### config.mk
export PLATFORM = sky130hd
export DESIGN_NAME = sdram_refresh_ctrl
export DESIGN_NICKNAME = d
export VERILOG_FILES = /design/src/rtl/sdram_refresh_ctrl_pkg.sv /design/src/rtl/sdram_refresh_ctrl_timer.sv /design/src/rtl/sdram_refresh_ctrl.sv
export SDC_FILE = /design/constraint.sdc
export NUM_CORES = 1
export LEC_CHECK = 0
export BUFFER_PORTS_ARGS = -buffer_cell sky130_fd_sc_hd__buf_2
export CAP_MARGIN = 30
export CORE_ASPECT_RATIO = 0.9
export CORE_UTILIZATION = 57
export DETAILED_ROUTE_END_ITERATION = 12
export PLACE_DENSITY = 0.84
export RECOVER_POWER = 25
export SYNTH_ARGS = -nofsm -noshare
export SYNTH_HDL_FRONTEND = slang
export SYNTH_HIERARCHICAL = 1
export SYNTH_SLANG_ARGS = --single-unit
### constraint.sdc
create_clock -name i_sys_clk -period 4.45 [get_ports i_sys_clk]
set_input_delay 0.89 -clock i_sys_clk [delete_from_list [all_inputs] [get_ports i_sys_clk]]
set_output_delay 0.89 -clock i_sys_clk [all_outputs]
set_load 0.005 [all_outputs]
### src/rtl/sdram_refresh_ctrl_pkg.sv
// Shared SDRAM definitions: command encodings, refresh FSM states and a width helper.
package sdram_refresh_ctrl_pkg;

  // {CS_n, RAS_n, CAS_n, WE_n}
  localparam logic [3:0] CmdNop       = 4'b0111;
  localparam logic [3:0] CmdPrecharge = 4'b0010;
  localparam logic [3:0] CmdAutoRef   = 4'b0001;
  // Self-refresh entry is AUTO_REF issued with CKE low
  localparam logic [3:0] CmdSelfRef   = 4'b0001;

  typedef enum logic [3:0] {
    StIdle,
    StReq,
    StSrReq,
    StPre,
    StWaitTrp,
    StRef,
    StWaitTrfc,
    StSrEntry,
    StSrHold,
    StSrXsr,
    StPostRef,
    StWaitPost
  } ref_state_e;

  // Bits needed to hold values 0..max_val (at least one bit)
  function automatic int unsigned cnt_width(input int unsigned max_val);
    return (max_val < 2) ? 1 : $clog2(max_val + 1);
  endfunction

endpackage

### src/rtl/sdram_refresh_ctrl_timer.sv
// Refresh interval timer, postponed-refresh counter and sticky overrun flag.
module sdram_refresh_ctrl_timer
  import sdram_refresh_ctrl_pkg::*;
#(
  parameter int unsigned REF_INTERVAL = 1560,
  parameter int unsigned MAX_PENDING  = 8,
  localparam int unsigned TimerW      = cnt_width(REF_INTERVAL - 1),
  localparam int unsigned PendW       = cnt_width(MAX_PENDING)
) (
  input  logic             i_clk,
  input  logic             i_rst_n,
  input  logic             i_init,
  input  logic             i_restart,
  input  logic             i_ref_done,
  output logic             o_tick,
  output logic [PendW-1:0] o_pending,
  output logic             o_overrun
);

  logic [TimerW-1:0] r_timer, w_timer_d;
  logic [PendW-1:0]  r_pending, w_pending_d;
  logic              r_overrun, w_overrun_d;
  logic              w_tick;
  logic              w_sat;

  // Next-state for timer, pending count and overrun flag
  always_comb begin
    w_sat       = (r_pending == PendW'(MAX_PENDING));
    w_tick      = i_init && !i_restart && (r_timer == TimerW'(REF_INTERVAL - 1));
    w_timer_d   = r_timer + TimerW'(1);
    w_pending_d = r_pending;
    w_overrun_d = r_overrun | (w_tick && w_sat);
    if (!i_init || i_restart) begin
      // Held at zero while uninitialised or while the device refreshes itself
      w_timer_d   = '0;
      w_pending_d = '0;
    end else begin
      if (w_tick) begin
        w_timer_d = '0;
      end
      if (w_tick && !i_ref_done && !w_sat) begin
        w_pending_d = r_pending + PendW'(1);
      end else if (!w_tick && i_ref_done && (r_pending != '0)) begin
        w_pending_d = r_pending - PendW'(1);
      end
    end
  end

  // Timer state registers
  always_ff @(posedge i_clk or negedge i_rst_n) begin
    if (!i_rst_n) begin
      r_timer   <= '0;
      r_pending <= '0;
      r_overrun <= 1'b0;
    end else begin
      r_timer   <= w_timer_d;
      r_pending <= w_pending_d;
      r_overrun <= w_overrun_d;
    end
  end

  assign o_tick    = w_tick;
  assign o_pending = r_pending;
  assign o_overrun = r_overrun;

endmodule

### src/rtl/sdram_refresh_ctrl.sv
// SDRAM refresh engine: periodic auto-refresh with postponement, self-refresh entry/exit.
module sdram_refresh_ctrl
  import sdram_refresh_ctrl_pkg::*;
#(
  parameter int unsigned ADDR_W         = 12,
  parameter int unsigned BA_W           = 2,
  parameter int unsigned TRP            = 2,
  parameter int unsigned TRFC           = 7,
  parameter int unsigned TXSR           = 8,
  parameter int unsigned TCKESR         = 4,
  parameter int unsigned REF_INTERVAL   = 1560,
  parameter int unsigned MAX_PENDING    = 8,
  parameter int unsigned EXIT_REFRESHES = 1
) (
  input  logic              i_sys_clk,
  input  logic              i_sys_rst_n,
  input  logic              i_sdram_init,
  input  logic              i_self_ref_en,
  input  logic              i_bus_gnt,
  output logic              o_bus_req,
  output logic              o_sdram_cke,
  output logic [3:0]        o_sdram_cmd,
  output logic [BA_W-1:0]   o_sdram_ba,
  output logic [ADDR_W-1:0] o_sdram_addr,
  output logic              o_sr_active,
  output logic              o_self_ref_done,
  output logic              o_ref_overrun
);

  localparam int unsigned TMaxA = (TRP > TRFC) ? TRP : TRFC;
  localparam int unsigned TMaxB = (TXSR > TCKESR) ? TXSR : TCKESR;
  localparam int unsigned TMax  = (TMaxA > TMaxB) ? TMaxA : TMaxB;
  localparam int unsigned CntW  = cnt_width(TMax);
  localparam int unsigned PendW = cnt_width(MAX_PENDING);
  localparam int unsigned PostW = cnt_width(EXIT_REFRESHES);

  ref_state_e       r_state, w_state_d;
  logic [CntW-1:0]  r_cnt, w_cnt_d;
  logic [PostW-1:0] r_post, w_post_d, w_post_inc;
  logic             r_sr_seq, w_sr_seq_d;
  logic             r_done, w_done_d;

  logic             w_tick;
  logic [PendW-1:0] w_pending;
  logic             w_ref_done;
  logic             w_restart;
  logic             w_cnt_last;
  logic             w_ref_more;
  ref_state_e       w_after_trp;
  ref_state_e       w_ref_next;

  sdram_refresh_ctrl_timer #(
    .REF_INTERVAL (REF_INTERVAL),
    .MAX_PENDING  (MAX_PENDING)
  ) u_timer (
    .i_clk      (i_sys_clk),
    .i_rst_n    (i_sys_rst_n),
    .i_init     (i_sdram_init),
    .i_restart  (w_restart),
    .i_ref_done (w_ref_done),
    .o_tick     (w_tick),
    .o_pending  (w_pending),
    .o_overrun  (o_ref_overrun)
  );

  // Precharge-all via A10; the bus is parked at all ones otherwise
  assign o_sdram_ba   = '1;
  assign o_sdram_addr = '1;

  assign w_cnt_last  = (r_cnt <= CntW'(1));
  assign w_post_inc  = r_post + PostW'(1);
  assign w_after_trp = r_sr_seq ? StSrEntry : StRef;
  // Refreshes still owed after this one completes (a same-cycle tick replaces it)
  assign w_ref_more  = (w_pending > PendW'(1)) || w_tick;
  assign w_ref_next  = (w_ref_more && !i_self_ref_en) ? StRef : StIdle;

  // Next-state and command/pin decode
  always_comb begin
    w_state_d   = r_state;
    w_cnt_d     = (r_cnt != '0) ? r_cnt - CntW'(1) : '0;
    w_post_d    = r_post;
    w_sr_seq_d  = r_sr_seq;
    w_done_d    = 1'b0;
    w_ref_done  = 1'b0;
    w_restart   = 1'b0;
    o_bus_req   = 1'b1;
    o_sdram_cke = 1'b1;
    o_sdram_cmd = CmdNop;
    o_sr_active = 1'b0;
    case (r_state)
      StIdle: begin
        o_bus_req = 1'b0;
        if (i_sdram_init) begin
          if (i_self_ref_en) begin
            w_state_d  = StSrReq;
            w_sr_seq_d = 1'b1;
          end else if ((w_pending != '0) || w_tick) begin
            w_state_d  = StReq;
            w_sr_seq_d = 1'b0;
          end
        end
      end
      StReq, StSrReq: begin
        if (i_bus_gnt) begin
          w_state_d = StPre;
        end
      end
      StPre: begin
        o_sdram_cmd = CmdPrecharge;
        w_cnt_d     = CntW'(TRP - 1);
        w_state_d   = (TRP > 1) ? StWaitTrp : w_after_trp;
      end
      StWaitTrp: begin
        if (w_cnt_last) begin
          w_state_d = w_after_trp;
        end
      end
      StRef: begin
        o_sdram_cmd = CmdAutoRef;
        w_cnt_d     = CntW'(TRFC - 1);
        if (TRFC > 1) begin
          w_state_d = StWaitTrfc;
        end else begin
          w_ref_done = 1'b1;
          w_state_d  = w_ref_next;
        end
      end
      StWaitTrfc: begin
        if (w_cnt_last) begin
          w_ref_done = 1'b1;
          w_state_d  = w_ref_next;
        end
      end
      StSrEntry: begin
        o_sdram_cmd = CmdSelfRef;
        o_sdram_cke = 1'b0;
        o_sr_active = 1'b1;
        w_restart   = 1'b1;
        w_cnt_d     = CntW'(TCKESR - 1);
        w_state_d   = StSrHold;
      end
      StSrHold: begin
        o_sdram_cke = 1'b0;
        o_sr_active = 1'b1;
        // Device refreshes itself; keep the interval from accumulating debt
        w_restart   = 1'b1;
        if (!i_self_ref_en && w_cnt_last) begin
          w_state_d = StSrXsr;
          w_cnt_d   = CntW'(TXSR);
        end
      end
      StSrXsr: begin
        if (w_cnt_last) begin
          w_state_d = StPostRef;
          w_post_d  = '0;
        end
      end
      StPostRef: begin
        o_sdram_cmd = CmdAutoRef;
        w_cnt_d     = CntW'(TRFC - 1);
        w_post_d    = w_post_inc;
        if (TRFC > 1) begin
          w_state_d = StWaitPost;
        end else if (w_post_inc >= PostW'(EXIT_REFRESHES)) begin
          w_state_d = StIdle;
          w_done_d  = 1'b1;
        end
      end
      StWaitPost: begin
        if (w_cnt_last) begin
          if (r_post >= PostW'(EXIT_REFRESHES)) begin
            w_state_d = StIdle;
            w_done_d  = 1'b1;
          end else begin
            w_state_d = StPostRef;
          end
        end
      end
      default: begin
        w_state_d = StIdle;
      end
    endcase
  end

  // FSM state and shared timing counter
  always_ff @(posedge i_sys_clk or negedge i_sys_rst_n) begin
    if (!i_sys_rst_n) begin
      r_state  <= StIdle;
      r_cnt    <= '0;
      r_post   <= '0;
      r_sr_seq <= 1'b0;
      r_done   <= 1'b0;
    end else begin
      r_state  <= w_state_d;
      r_cnt    <= w_cnt_d;
      r_post   <= w_post_d;
      r_sr_seq <= w_sr_seq_d;
      r_done   <= w_done_d;
    end
  end

  assign o_self_ref_done = r_done;

endmodule

==> results_dict.tcl, run 1 <==
set metrics [dict create \
    status "completed" \
    start_util 0.609 \
    layout-drive-gt1-share 0.134 \
    path_cells "and2_1 > and2_1 > a21o_1 > nand2b_1 > or4_1 > ha_1 > a21o_1 > a21oi_1 > o2111ai_1 > a2bb2oi_1 > nand4b_1" \
    post-place-ws_ns 1.05 \
    cts_hold_buf 0 \
    arrival_ns 3.76 \
    start_kind "flip-flop" \
    diodes 0 \
    numPortBuffers 12 \
    dp_cells 255 \
    antenna_left 0 \
    timing.fmax_mhz 286 \
    drt_pass1_iterations 4 \
    grt_pass1_wl_um 6370 \
    drv_cap 0 \
    synth_warnings 6 \
    p_leak_nw 0.820 \
    slowest_stage "or4_1" \
    cp-startpoint "r_state[0]" \
    synth_edf_count 0 \
    setup_violations 0 \
    ys_top_cells_by_area "dfrtp_1 36%, buf_4 6.4%, nor2_1 5.0%, xnor2_1 4.2%, o21ai_0 3.2%" \
    syn_inst 210 \
    root_buffer "clkbuf_4" \
    crit_fanout 16 \
    grt_max_degree 28 \
    hold_path_startpoint "u_timer/o_overrun" \
    required_ns 4.72 \
    grt-ovfl-total 0 \
    die_area_um2 3530 \
    dr_total_vias 1478 \
    gp_congestion 0.943 \
    ys_types 55 \
    yosysTopAreaCell "dfrtp_1" \
    rsz0062_at_grt "false" \
    period_share 0.784 \
    row_count 19 \
    reg2reg_from "r_state[0]" \
    path_buf_inv 0 \
    yosysSeqAreaShare 0.359 \
    clk_latency_ns 0.33 \
    grt_use_total 0.227 \
    final.setup.tns_ns 0 \
    clkTransAtPathRegs_ns 0.14 \
    drtIter0Drc 69 \
    ys_ff_latch 27 \
    cts_tree "built" \
    syn_area_per_cell_um2 8.96 \
    cp_slowest_stage_delay_ns 0.64 \
    synthArstFlopShare 1.00 \
    instances_no_fill 259 \
    hold_path.class "reg -> reg" \
    yosys.area.top_type_share 0.359 \
    drv_slew 0 \
    synthTopCellsByCount "27 x dfrtp_1, 25 x nor2_1, 16 x buf_4, 12 x o21ai_0" \
    power_mw 0.963 \
    hpwl_um 2580 \
    syn2layout_area_growth_pct 2.20 \
    viasPerCell 5.71 \
    relSlewSlack 0.0639 \
    fin_skew_ns 0.00938 \
    clk_path_buf_depth 2 \
    routedWlPerCell_um 13.6 \
    cts_sinks 27 \
    drc 0 \
    antenna_found_initial 0 \
    dieHeight_um 56.5 \
    path_class "reg -> reg" \
    ioPinCount 28 \
    setup_ws_ns 0.959 \
    cts_resized 0 \
    synth_ff_type "dfrtp_1" \
    power_density_nw_per_um2 501 \
    cts_buffers 3 \
    final_nets 227 \
    syn-cell-area_um2 1880 \
    post-cts-setup-buffers 0 \
    end_kind "flip-flop" \
    cts.htree.levels 1 \
    grt_pass1_vias 1336 \
    hold_viol 0 \
    final.min_clock_period_ns 3.49 \
    synth.most_common_cell "dfrtp_1" \
    core-area_um2 3090 \
    irDropWorstVdd_v 0.000350 \
    critPathTopFamily "simple AND/OR/NAND/NOR gates" \
    routed_wl_um 3520 \
    die_x_um 62.5 \
    tightest_slew_ns 1.40 \
]
[placed cells by master, fill, tap and decap left out, types with 2 or more instances in the layout]
master,n
inv_1,11
nor2_1,25
a31oi_1,2
a21oi_1,11
nand2b_1,3
or2_2,2
xor2_1,4
nand2_1,10
nor4_1,4
a21o_1,3
conb_1,15
dfrtp_1,27
xnor2_1,9
and2_1,2
o211ai_1,3
mux2_2,2
nand3_1,10
buf_2,11
o21ai_0,12
ha_1,3
nor4b_2,2
nand4_1,2
nor2b_1,3
nor4_4,2
a22oi_1,2
clkbuf_4,3
nor3_1,4
clkbuf_1,2
nor4b_1,2
[worst register-to-register path: stages (launching register included)]
cell and delay [ns]:
dfrtp_1 0.59, and2_1 0.31, and2_1 0.18, a21o_1 0.18
nand2b_1 0.32, or4_1 0.64, ha_1 0.31, a21o_1 0.18
a21oi_1 0.30, o2111ai_1 0.16, a2bb2oi_1 0.16, nand4b_1 0.11
[metal layers]
layer	vias to the layer above	share of wire	global-route usage
li1	731	-	-
met1	693	0.51	0.343
met2	52	0.43	0.337
met3	2	0.054	0.0427
met4	0	0.0031	0.0498
met5	-	0	0
[cell type report]
| cell class | instances | area (um2) |
|---|---|---|
| Clock buffer | 4 | 26.3 |
| Sequential cell | 27 | 676 |
| Inverter | 11 | 41.3 |
| Multi-Input combinational cell | 163 | 1070 |
| Timing Repair Buffer | 12 | 58.8 |
| Tap cell | 42 | 52.6 |
| Fill cell | 271 | 1170 |
[worst paths after layout]
path | cells after the start | end | slack [ns]
worst min register to register | 1 | u_timer/o_overrun | 0.47
min in group asynchronous | 1 | r_state[1] | 0.85
worst max register to register | 11 | u_timer/o_pending[3] | 0.96
max in group asynchronous | 1 | o_self_ref_done | 2.77
worst min-delay path | 1 | u_timer/o_overrun | 0.47
worst max-delay path | 11 | u_timer/o_pending[3] | 0.96
[report_power, final]
part           switching [mW]  internal (mW)
Combinational           0.247          0.200
Sequential              0.114          0.298
Clock                  0.0685         0.0352
[registers in the layout, summed over array words and instances (netlist names)]
name / count
u_timer/o_overrun: 1
u_timer/o_pending: 4
r_post: 1
r_sr_seq: 1
r_cnt: 4
r_state: 4
o_self_ref_done: 1
u_timer/r_timer: 11
[cells by family (layout without fill, tap and decap cells)]
logic type	Yosys count	in the layout	synth area share
buffers and inverters	33	27	0.0991
AOI/OAI and AO/OA	44	44	0.152
muxes	4	4	0.0293
adders and majority gates	4	4	0.0306
other	2	15	0.00399
DFF	27	27	0.359
xor gates and xnor gates	13	13	0.0605
and+or+nand+nor	83	83	0.265
[stage by stage]
step	utilization	hold slack (ns)	area, um2
6_report	0.622	0.466	1920
5_1_grt	0.622	0.503	1920
4_1_cts	0.622	0.477	1920
3_5_place_dp	0.614	0.443	1900
3_3_place_gp	0.614	0.439	1900
2_1_floorplan	-	0.451	1930
Note: power is estimated with default switching activity, not from simulation.
==> inputs of run 2 (changes only) <==
--- a/config.mk
+++ b/config.mk
@@ -8,9 +8,9 @@
 export BUFFER_PORTS_ARGS = -buffer_cell sky130_fd_sc_hd__buf_2
 export CAP_MARGIN = 30
 export CORE_ASPECT_RATIO = 0.9
-export CORE_UTILIZATION = 57
+export CORE_UTILIZATION = 51
 export DETAILED_ROUTE_END_ITERATION = 12
-export PLACE_DENSITY = 0.84
+export PLACE_DENSITY = 0.79
 export RECOVER_POWER = 25
 export SYNTH_ARGS = -nofsm -noshare
 export SYNTH_HDL_FRONTEND = slang
==> constraint.sdc (replaced) <==
create_clock -name i_sys_clk -period 2.9 [get_ports i_sys_clk]
set_input_delay 0.58 -clock i_sys_clk [delete_from_list [all_inputs] [get_ports i_sys_clk]]
set_output_delay 0.58 -clock i_sys_clk [all_outputs]
set_load 0.005 [all_outputs]
==> run 2 against run 1 <==
Against the previous run:
- critical path depth is 1 lower
- total power increased by 71%
- cell area is 7.6% higher
- clock-buffer cell count shrank 1
- hold slack got worse by 0.0044 ns
- maximum frequency up 26%
- die area grew 11%
- clock skew hardly changed
- sequential power is 30% higher
- critical path type unchanged
- critical endpoint unchanged
- largest cell class unchanged
- highest routed layer unchanged
==> results_dict.tcl, run 2 (synthesis gave the netlist of run 1 again) <==
set metrics [dict create \
    status "completed" \
    rr_worst_depth 10 \
    period_share 0.954 \
    dr_total_vias 1520 \
    die_x_um 66.0 \
    final_area_um2 2070 \
    reg2reg_to "u_timer/o_pending[3]" \
    core-area_um2 3450 \
    drtIter0Drc 98 \
    top_register "u_timer/r_timer" \
    relSlewSlack 0.0610 \
    numPortBuffers 12 \
    crit_path_end "u_timer/o_pending[3]" \
    cts_tree "built" \
    final.min_clock_period_ns 2.77 \
    hold_viol 0 \
    dieHeight_um 59.6 \
    grt_max_degree 28 \
    timing.fmax_mhz 361 \
    cp.depth 10 \
    diodes 0 \
    cts.htree.levels 1 \
    irDropWorstVdd_v 0.000676 \
    final_core_util 0.599 \
    viasPerCell 5.59 \
    fin_skew_ns 0.00968 \
    multi_input_area_um2 1100 \
    gp_congestion 0.932 \
    syn2layout_area_growth_pct 9.91 \
    grt_use_total 0.204 \
    p_leak_nw 0.889 \
    die_area_um2 3930 \
    final.setup.tns_ns 0 \
    reg2reg_from "r_state[3]" \
    clk_latency_ns 0.27 \
    power_density_nw_per_um2 796 \
    final_nets 238 \
    drv_cap 0 \
    cp_slowest_stage_delay_ns 0.52 \
    start_util 0.545 \
    cp-startpoint "r_state[3]" \
    tightest_slew_ns 1.41 \
    hold_path.class "reg -> reg" \
    layout-drive-gt1-share 0.211 \
    slowest_stage "or4_4" \
    routed_wl_um 3720 \
    crit_path_frequent_cell "a21o_1" \
    critPathTopFamily "simple AND/OR/NAND/NOR gates" \
    antenna_found_initial 0 \
    final_cell_mix "26 x dfrtp_1, 25 x nor2_1, 15 x conb_1" \
    final_common_cell "dfrtp_1" \
    arrival_ns 2.98 \
    drv_slew 0 \
    grt_pass1_vias 1309 \
    drt_pass1_iterations 5 \
    grt_pass1_wl_um 6160 \
    drc 0 \
    routedWlPerCell_um 13.7 \
    largest_register_ffs 11 \
    clk_path_buf_depth 2 \
    cts_buffers 3 \
    regArea_um2 677 \
    ioPinCount 28 \
    rrSetupSlack_ns 0.13 \
    clkTransAtPathRegs_ns 0.10 \
    root_buffer "clkbuf_8" \
    hpwl_um 2670 \
    path_buf_inv 0 \
    fill_cells 290 \
    required_ns 3.12 \
    path_cells "and2b_1 > a21o_1 > nand2b_4 > or4_4 > ha_4 > a21o_1 > a21oi_2 > o2111ai_2 > a2bb2oi_1 > nand4b_1" \
    cts_sinks 27 \
    setup_violations 0 \
    end_kind "flip-flop" \
    grt-ovfl-total 0 \
    path_class "reg -> reg" \
    rsz0062_at_grt "false" \
    crit_fanout 9 \
    dpl_cell_area_um2 1980 \
    antenna_left 0 \
    start_kind "flip-flop" \
    row_count 20 \
]
-- run 2: layout make-up --
| cell class | count | area share |
|---|---|---|
| Tap cell | 44 | 0.0266 |
| Clock inverter | 1 | 0.00363 |
| Timing Repair Buffer | 23 | 0.0684 |
| Multi-Input combinational cell | 163 | 0.534 |
| Inverter | 11 | 0.0200 |
| Clock buffer | 3 | 0.0200 |
| Sequential cell | 27 | 0.327 |
-- run 2: layer usage --
metal / track usage / routed length [um] / vias to the layer above
met1: 0.306 / 1780 / 706
met4: 0.0547 / 27 / 0
met2: 0.310 / 1690 / 58
li1: - / - / 754
met5: 0 / 0 / -
met3: 0.0288 / 226 / 2
-- run 2: per-stage QoR --
step | setup slack, ns | total power [mW] | hold slack, ns | cells
2_1_floorplan | 0.0127 | 1.21 | 0.284 | 223
3_3_place_gp | 0.265 | 1.38 | 0.441 | 264
3_5_place_dp | 0.111 | 1.39 | 0.445 | 264
4_1_cts | 0.0866 | 1.62 | 0.316 | 268
5_1_grt | 0.0347 | 1.78 | 0.476 | 272
6_report | 0.133 | 1.64 | 0.462 | 272
-- run 2: what timing repair did --
action                                  in CTS  in global routing
setup buffers                                0                  4
endpoints found under the setup margin       0                  1
hold buffers                                 0                  0
resized for setup                            0                  2
-- run 2: how the worst min path moves through the flow --
| stage | startpoint | end | cells past startpoint |
|---|---|---|---|
| after floorplan | i_sys_rst_n | o_self_ref_done | 0 |
| after global placement | u_timer/o_overrun | u_timer/o_overrun | 1 |
| after detailed placement | u_timer/o_overrun | u_timer/o_overrun | 1 |
| after CTS | i_sys_rst_n | u_timer/o_pending[0] | 1 |
| after global routing | u_timer/o_overrun | u_timer/o_overrun | 1 |
| final | u_timer/o_overrun | u_timer/o_overrun | 1 |
-- run 2: worst register-to-register path: stages, from the launching register on --
cell and delay [ns]:
dfrtp_2 0.47, and2b_1 0.24, a21o_1 0.25, nand2b_4 0.17
or4_4 0.52, ha_4 0.23, a21o_1 0.18, a21oi_2 0.22
o2111ai_2 0.16, a2bb2oi_1 0.16, nand4b_1 0.11
-- run 2: power breakdown --
group,total [mW],internal [mW],switching (mW),leakage [nW]
Combinational,0.885,0.382,0.503,0.514
Clock,0.221,0.0975,0.124,0.0217
Sequential,0.538,0.461,0.0771,0.354
Total,1.64,0.940,0.704,0.889
